File: src/rtl/ped_request_conditioner_if.sv
// Handshake bundle between the pedestrian button front-end, the request
// conditioner and the traffic-light controller.
interface ped_request_conditioner_if;
    logic       Boton;
    logic       Pasar_Persona;
    logic       IN;
    logic [1:0] Estado_Salida;
    logic [7:0] Peticiones;

    modport master (
        output Boton,
        output Pasar_Persona,
        input  IN,
        input  Estado_Salida,
        input  Peticiones
    );

    modport slave (
        input  Boton,
        input  Pasar_Persona,
        output IN,
        output Estado_Salida,
        output Peticiones
    );
endinterface

File: src/rtl/ped_request_conditioner.sv
// Synchronizes and debounces the crosswalk button, latches presses into a
// level request for the light FSM, and spaces pedestrian phases with a cooldown.
module ped_request_conditioner #(
    parameter int DEBOUNCE_CYCLES = 4,
    parameter int COOLDOWN_CYCLES = 8,
    parameter int CNT_W           = 4
) (
    input  logic                       Clk,
    input  logic                       Reset,
    ped_request_conditioner_if.slave   bus
);

    typedef enum logic [1:0] {
        ST_IDLE     = 2'd0,
        ST_PENDING  = 2'd1,
        ST_SERVING  = 2'd2,
        ST_COOLDOWN = 2'd3
    } state_t;

    localparam logic [CNT_W-1:0] DB_LAST  = CNT_W'(DEBOUNCE_CYCLES - 1);
    localparam logic [CNT_W-1:0] CD_LAST  = CNT_W'(COOLDOWN_CYCLES - 1);
    localparam logic [CNT_W-1:0] CNT_ZERO = CNT_W'(0);
    localparam logic [CNT_W-1:0] CNT_ONE  = CNT_W'(1);

    logic             r_sync1;
    logic             r_sync2;
    logic             r_btn_db;
    logic [CNT_W-1:0] r_db_cnt;
    logic             r_press;
    state_t           r_state;
    logic             r_queued;
    logic [CNT_W-1:0] r_cd_cnt;
    logic             r_in;
    logic [7:0]       r_peticiones;

    state_t           w_next_state;
    logic             w_next_queued;
    logic [CNT_W-1:0] w_next_cd;
    logic             w_pet_inc;

    // Two-flop synchronizer for the asynchronous button.
    always_ff @(posedge Clk or posedge Reset) begin
        if (Reset) begin
            r_sync1 <= 1'b0;
            r_sync2 <= 1'b0;
        end else begin
            r_sync1 <= bus.Boton;
            r_sync2 <= r_sync1;
        end
    end

    // Debouncer: any return to the accepted level restarts the count.
    always_ff @(posedge Clk or posedge Reset) begin
        if (Reset) begin
            r_btn_db <= 1'b0;
            r_db_cnt <= CNT_ZERO;
            r_press  <= 1'b0;
        end else if (r_sync2 == r_btn_db) begin
            r_db_cnt <= CNT_ZERO;
            r_press  <= 1'b0;
        end else if (r_db_cnt == DB_LAST) begin
            r_btn_db <= r_sync2;
            r_db_cnt <= CNT_ZERO;
            r_press  <= r_sync2;
        end else begin
            r_db_cnt <= r_db_cnt + CNT_ONE;
            r_press  <= 1'b0;
        end
    end

    // Next-state, queued-press and cooldown-counter logic.
    always_comb begin
        w_next_state  = r_state;
        w_next_queued = r_queued;
        w_next_cd     = r_cd_cnt;
        w_pet_inc     = 1'b0;
        case (r_state)
            ST_IDLE: begin
                if (r_press) begin
                    w_next_state = ST_PENDING;
                end else begin
                    w_next_state = ST_IDLE;
                end
            end
            ST_PENDING: begin
                if (bus.Pasar_Persona) begin
                    w_next_state = ST_SERVING;
                    w_pet_inc    = 1'b1;
                end else begin
                    w_next_state = ST_PENDING;
                end
            end
            ST_SERVING: begin
                if (r_press) begin
                    w_next_queued = 1'b1;
                end else begin
                    w_next_queued = r_queued;
                end
                if (!bus.Pasar_Persona) begin
                    w_next_state = ST_COOLDOWN;
                    w_next_cd    = CD_LAST;
                end else begin
                    w_next_state = ST_SERVING;
                end
            end
            ST_COOLDOWN: begin
                // A press landing on the expiry cycle still counts as queued.
                if (r_cd_cnt == CNT_ZERO) begin
                    w_next_queued = 1'b0;
                    if (r_queued || r_press) begin
                        w_next_state = ST_PENDING;
                    end else begin
                        w_next_state = ST_IDLE;
                    end
                end else begin
                    w_next_cd = r_cd_cnt - CNT_ONE;
                    if (r_press) begin
                        w_next_queued = 1'b1;
                    end else begin
                        w_next_queued = r_queued;
                    end
                end
            end
            default: begin
                w_next_state = ST_IDLE;
            end
        endcase
    end

    // State, queue, cooldown and served-count registers.
    always_ff @(posedge Clk or posedge Reset) begin
        if (Reset) begin
            r_state      <= ST_IDLE;
            r_queued     <= 1'b0;
            r_cd_cnt     <= CNT_ZERO;
            r_in         <= 1'b0;
            r_peticiones <= 8'd0;
        end else begin
            r_state  <= w_next_state;
            r_queued <= w_next_queued;
            r_cd_cnt <= w_next_cd;
            r_in     <= (w_next_state == ST_PENDING);
            if (w_pet_inc && (r_peticiones != 8'd255)) begin
                r_peticiones <= r_peticiones + 8'd1;
            end else begin
                r_peticiones <= r_peticiones;
            end
        end
    end

    assign bus.IN            = r_in;
    assign bus.Estado_Salida = r_state;
    assign bus.Peticiones    = r_peticiones;

endmodule

File: src/flat_wrapper.sv
// flat-port wrapper written by rule: the top's interface ports become plain ports
module ped_request_conditioner_flat 
#(
    parameter int DEBOUNCE_CYCLES = 4,
    parameter int COOLDOWN_CYCLES = 8,
    parameter int CNT_W           = 4
)
  (Clk, Reset, bus_Boton, bus_Pasar_Persona, bus_IN, bus_Estado_Salida, bus_Peticiones);
  ped_request_conditioner_if bus_i ();
  input  logic Clk;
  input  logic Reset;
  input wire logic [$bits(bus_i.Boton)-1:0] bus_Boton;
  input wire logic [$bits(bus_i.Pasar_Persona)-1:0] bus_Pasar_Persona;
  output wire logic [$bits(bus_i.IN)-1:0] bus_IN;
  output wire logic [$bits(bus_i.Estado_Salida)-1:0] bus_Estado_Salida;
  output wire logic [$bits(bus_i.Peticiones)-1:0] bus_Peticiones;
  assign bus_i.Boton = bus_Boton;
  assign bus_i.Pasar_Persona = bus_Pasar_Persona;
  assign bus_IN = bus_i.IN;
  assign bus_Estado_Salida = bus_i.Estado_Salida;
  assign bus_Peticiones = bus_i.Peticiones;
  ped_request_conditioner #(.DEBOUNCE_CYCLES(DEBOUNCE_CYCLES), .COOLDOWN_CYCLES(COOLDOWN_CYCLES), .CNT_W(CNT_W)) u_core (.Clk(Clk), .Reset(Reset), .bus(bus_i));
endmodule
File: config.mk
export PLATFORM = sky130hd
export DESIGN_NAME = ped_request_conditioner_flat
export DESIGN_NICKNAME = d
export VERILOG_FILES = /design/src/rtl/ped_request_conditioner_if.sv /design/src/rtl/ped_request_conditioner.sv /design/src/flat_wrapper.sv
export SDC_FILE = /design/constraint.sdc
export NUM_CORES = 1
export LEC_CHECK = 0
export CAP_MARGIN = 20
export CELL_PAD_IN_SITES_DETAIL_PLACEMENT = 2
export CELL_PAD_IN_SITES_GLOBAL_PLACEMENT = 2
export CORE_UTILIZATION = 31
export CTS_CLUSTER_SIZE = 40
export DETAILED_ROUTE_END_ITERATION = 8
export GPL_ROUTABILITY_DRIVEN = 0
export PLACE_DENSITY = 0.71
export SYNTH_ARGS = -nofsm -noshare
export SYNTH_HDL_FRONTEND = slang
export SYNTH_SLANG_ARGS = --single-unit
File: constraint.sdc
create_clock -name Clk -period 1.45 [get_ports Clk]
set_input_delay 0.145 -clock Clk [delete_from_list [all_inputs] [get_ports Clk]]
set_output_delay 0.145 -clock Clk [all_outputs]
set_load 0.01 [all_outputs]
Word level (Yosys, flattened, before mapping)
Index checks and enable logic that the tools add are counted.
- reductions and logical operators: 7
- multiplexer cells: 18
- add/sub/neg operators: 3
- equal/unequal tests: 9
- bitwise gates (word level): 1
- operators by type and width (operator ; number):
    $mux W4 ; 4
    $mux W1 ; 9
    $add A8 B1 Y8 const B ; 1
    $ne A8 B8 Y1 const B ; 1
    $pmux W2 S4 ; 1
    $pmux W4 S2 ; 1
    $add A4 B1 Y4 const B ; 1
    $eq A2 B1 Y1 const B ; 2
    $eq A2 B2 Y1 const B ; 2
    $eq A4 B2 Y1 const B ; 1
    $logic_not A4 Y1 ; 1
    $mux W2 ; 2
    $ne A2 B2 Y1 const B ; 2
    $sub A4 B1 Y4 const B ; 1
    $reduce_and A3 Y1 ; 1
    $logic_not A2 Y1 ; 1
    $pmux W1 S2 ; 1
    $reduce_and A2 Y1 ; 1
    $reduce_bool A2 Y1 ; 1
    $eq A1 B1 Y1 ; 1
    $logic_and A1 B1 Y1 ; 1
    $logic_or A1 B1 Y1 ; 1
    $not A1 Y1 ; 1
- word-level logic and storage cells: 48
- input port bits: 4
- output and inout bits: 11
- bits in registers: 24

Depth between registers and ports, before layout
- word-level depth: 5
- depth in mapped cells: 5
- gate-level depth less buffers: 5

Worst setup path before layout
OpenSTA, ideal clock, no wires.
- path kind: reg-to-reg
- start: register u_core.r_peticiones[0] (netlist: u_core.bus.Peticiones[0])
- end: register u_core.r_peticiones[1] (netlist: u_core.bus.Peticiones[1])
- data required time: 1.325 ns
- slack: 0.050 ns
- clock period less this slack: 1.400 ns
- cell stages (with the launch flop): 5
- library setup time: 0.125 ns
- buffers on the path: 0
- data arrival time: 1.275 ns
- cell sequence: dfrtp_1 -> ha_1 -> nand3_1 -> o21ai_2 -> mux2_2
- word-level cells in the longest chain between the ends: 2
- elaborated cells on any way between the ends: 3
- classes of those cells: add/sub (1); eq/ne (1); reduce/logical (1)
- ends and longest elaborated chain (what ; RTL line ; text):
    start: declaration ; ped_request_conditioner.sv:34 ; logic [7:0] r_peticiones;
    start signal: assignment ; ped_request_conditioner.sv:144 ; r_peticiones <= r_peticiones + 8'd1;
    start signal: assignment ; ped_request_conditioner.sv:146 ; r_peticiones <= r_peticiones;
    branches (longest 2 deep; another with $add A8 B1 Y8) ; -- ;
Several ways; the timed one is not identified.
A chain may end at the register's enable or synchronous reset.

Worst setup path after layout
- start: register u_core.r_peticiones[1] (netlist: u_core.bus.Peticiones[1])
- end: output bus_Peticiones[1]
- RTL lines (what ; RTL line ; text):
    end: declaration ; flat_wrapper.sv:16 ; output wire logic [$bits(bus_i.Peticiones)-1:0] bus_Peticiones;
No word-level cell between the ends.

==> summary.txt <==
status = completed
synthesized area = 0.00115 sq mm
Startpoint Class = register
Num CTS Buffers = 3
leading register cell type out of synthesis = dfrtp_1
max cap viols = 0
clock skew = 0.00312 ns
commonest non-fill, non-tap cell in the layout = dfrtp_1
CTS sink cnt = 24
Max Clock Freq = 0.722 GHz
antenna fix cells = 0
Slew headroom = 75.6%
Root Buffer = clkbuf_8
Area Growth Syn to Fin = 38.4%
final instance area = 0.00159 sq mm
Peak VDD IR = 0.589 mV
share of cells above drive strength 1 = 28.5%
full die area = 0.00394 sq mm
Worst Path Arrival = 1.24 ns
vias = 918
Residual DRC = 0
Synth Register Bits = 24
Buf/Inv on CP = 1
commonest non-fill, non-tap cells in the layout = 22 x dfrtp_1, 18 x buf_4, 6 x nand2_1, 6 x clkdlybuf4s50_1
largest net degree at the start of global routing = 25
initial drt markers = 21
period utilization = 95.5%
Pwr Density = 1790 mW/mm^2
cts hold-fix bufs = 0
Final #Nets = 145
critical path class = reg2out
Routed Antenna Nets = 0
Post-synth EDFFs = 0
first-pass GRT wire length = 4.77 mm
Skew-Pair Late Insertion Delay = 0.28 ns
row count = 21
Static Leak = 0.000772 uW
Synthesized Nets = 109
Post-Syn Instances = 102
Core ar. = 0.00344 sq mm
Reg clk slew, reported paths = 0.09 ns
final setup margin = 0.0658 ns
Die Height = 62.8 um
TNS Setup = 0 ns
sequential share of the synthesized area = 52.4%
adder-cell share of the synthesized area = 3.28%
Slew Viols, Final = 0
wire per inst = 15.6 um
actual slew at the worst max-slew pin = 0.364 ns
final non-filler cell total = 183
Crit Path Max Fanout = 4
crit path max-delay cell type = clkdlybuf4s50_1
final hold violations = 0
TritonCTS clock tree = yes
Port Buf Inserts = 14
gr usage total = 15.9%
overflow left after global routing = 0
I/O pin count = 15
RSZ-0062 raised after global routing = true
initial antenna violation count = 0
DR vias/cell = 5.02
Syn Area/Cell = 11.2 sq um
largest family of logic cells by synthesized area = simple AND/OR/NAND/NOR gates
TritonRoute pass-1 iters = 3
Pint = 1890 uW
top cell family by delay on the critical path = buffers and inverters
crit end category = output pin
Final min period = 1.38 ns
xor-xnor portion of the synthesized cell area = 3.82%
count of final setup violators = 0
Starting Density = 33.3%
Post-Synth Simple-Gate Area = 17.4%
CP Cell Sequence = clkdlybuf4s50_1
data required time of the worst path = 1.31 ns
Yosys warnings = 0
clock power share = 21.3%
worst slack, placed = -0.0973 ns
Placed Cells = 173
sw power = 954 uW
H-tree depth = 1
Sw Share = 33.5%
clock buffer depth = 2
Comb pwr share = 43.2%
HP Class = in2async
vias in the first global route = 1,002
max incr delay on CP = 0.57 ns
library cells used by synthesis = 34
die width = 62.8 um
async set or reset register ratio after synthesis = 100%
Routed WL = 2.85 mm
mux cell area share after synthesis = 8.62%
Sequential Power Share = 35.5%
post-placement cell area = 0.00143 sq mm
Compound-Gate Fraction of Synth Area = 11.9%
[tightest hold or removal path, cell delays in order]
cell and delay (ns):
clkdlybuf4s50_1 0.40, inv_1 0.05, buf_4 0.30
[through the flow]
| step | utilization (%) | total power [uW] | hold WS, ns |
|---|---|---|---|
| finish | 46.1 | 2850 | 0.212 |
| global placement | 41.7 | 2100 | 0.334 |
| global route | 46.1 | 3070 | 0.277 |
| CTS | 44.3 | 2800 | 0.225 |
| detailed placement | 41.7 | 2190 | 0.343 |
| floorplan | - | 1660 | 0.160 |
[worst paths after layout]
| kind | start | to | slack [ns] | depth (start not counted) |
|---|---|---|---|---|
| worst min-delay path | Reset | u_core.r_cd_cnt[0]$_DFFE_PP0P_ | 0.21 | 3 |
| min in group Clk | bus_Boton | u_core.r_sync1$_DFF_PP0_ | 0.29 | 1 |
| worst max register to register | u_core.bus.Peticiones[1]$_DFFE_PP0P_ | u_core.bus.Peticiones[1]$_DFFE_PP0P_ | 0.08 | 4 |
| max in group asynchronous | Reset | u_core.bus.Peticiones[6]$_DFFE_PP0P_ | 0.97 | 3 |
| worst max-delay path | u_core.bus.Peticiones[1]$_DFFE_PP0P_ | bus_Peticiones[1] | 0.07 | 1 |
| worst min register to register | u_core.r_sync1$_DFF_PP0_ | u_core.r_sync2$_DFF_PP0_ | 0.36 | 0 |
[logic make-up (layout without fill, tap and decap cells)]
family	after synthesis	count (layout)
and+or+nand+nor	34	34
DFF	24	24
AOI/OAI and AO/OA	20	20
muxes	9	9
buffers and inverters	7	42
xor gates and xnor gates	5	5
adders and majority gates	3	3
[registers in the layout, summed over array words and instances, names as in the netlist]
| register | count |
|---|---|
| u_core.r_sync1 | 1 |
| u_core.r_press | 1 |
| u_core.bus.IN | 1 |
| u_core.r_queued | 1 |
| u_core.bus.Peticiones | 8 |
| u_core.r_btn_db | 1 |
| u_core.r_sync2 | 1 |
| u_core.r_cd_cnt | 4 |
| u_core.bus.Estado_Salida | 2 |
| u_core.r_db_cnt | 4 |
[power groups by stage]
stage	Sequential [uW]	Clock [uW]	Combinational (uW)
2_1_floorplan	1070	0	594
3_3_place_gp	1010	0	1090
3_5_place_dp	1020	0	1160
4_1_cts	1010	622	1170
5_1_grt	1040	638	1390
6_report	1010	606	1230
[synth_stat cells (2+ instances only)]
cell type | number | area [sq um]
a21oi_1 | 3 | 15.0
a22o_1 | 3 | 26.3
a22oi_1 | 2 | 15.0
a31oi_1 | 4 | 25.0
and3_1 | 2 | 12.5
and3b_1 | 2 | 17.5
clkbuf_1 | 2 | 7.51
dfrtp_1 | 24 | 601
ha_1 | 3 | 37.5
inv_1 | 4 | 15.0
mux2_1 | 2 | 22.5
mux2_2 | 5 | 56.3
mux2i_1 | 2 | 20.0
nand2_1 | 6 | 22.5
nand3_1 | 5 | 25.0
nand4_1 | 3 | 18.8
nand4b_1 | 2 | 17.5
nor2_1 | 4 | 15.0
nor3_1 | 3 | 15.0
nor3b_1 | 2 | 15.0
o21ai_0 | 3 | 15.0
xnor2_1 | 3 | 26.3
xor2_1 | 2 | 17.5
[timing repair]
action                                  in CTS  in global routing
gates resized for setup                      9                 10
buffers inserted                             2                  4
pin swaps                                    0                  2
endpoints found under the setup margin       8                  8
[final cells by class]
cell class	instances	area [sq um]
inverters	4	15.0
clock inverters	1	30.0
clock buffers	3	41.3
repair buffers	34	299
multi-input cells	71	541
flip-flops and latches	24	603
well taps	46	57.6
fillers	357	1860
[per-layer routing]
layer | vias up | routed length, um | GRT usage (%)
li1 | 444 | - | -
met1 | 457 | 1210 | 18.1
met2 | 12 | 1510 | 28.7
met3 | 5 | 65 | 2.37
met4 | 0 | 59 | 7.85
met5 | - | 0 | 0
Note: power is estimated with default switching activity, not from simulation.
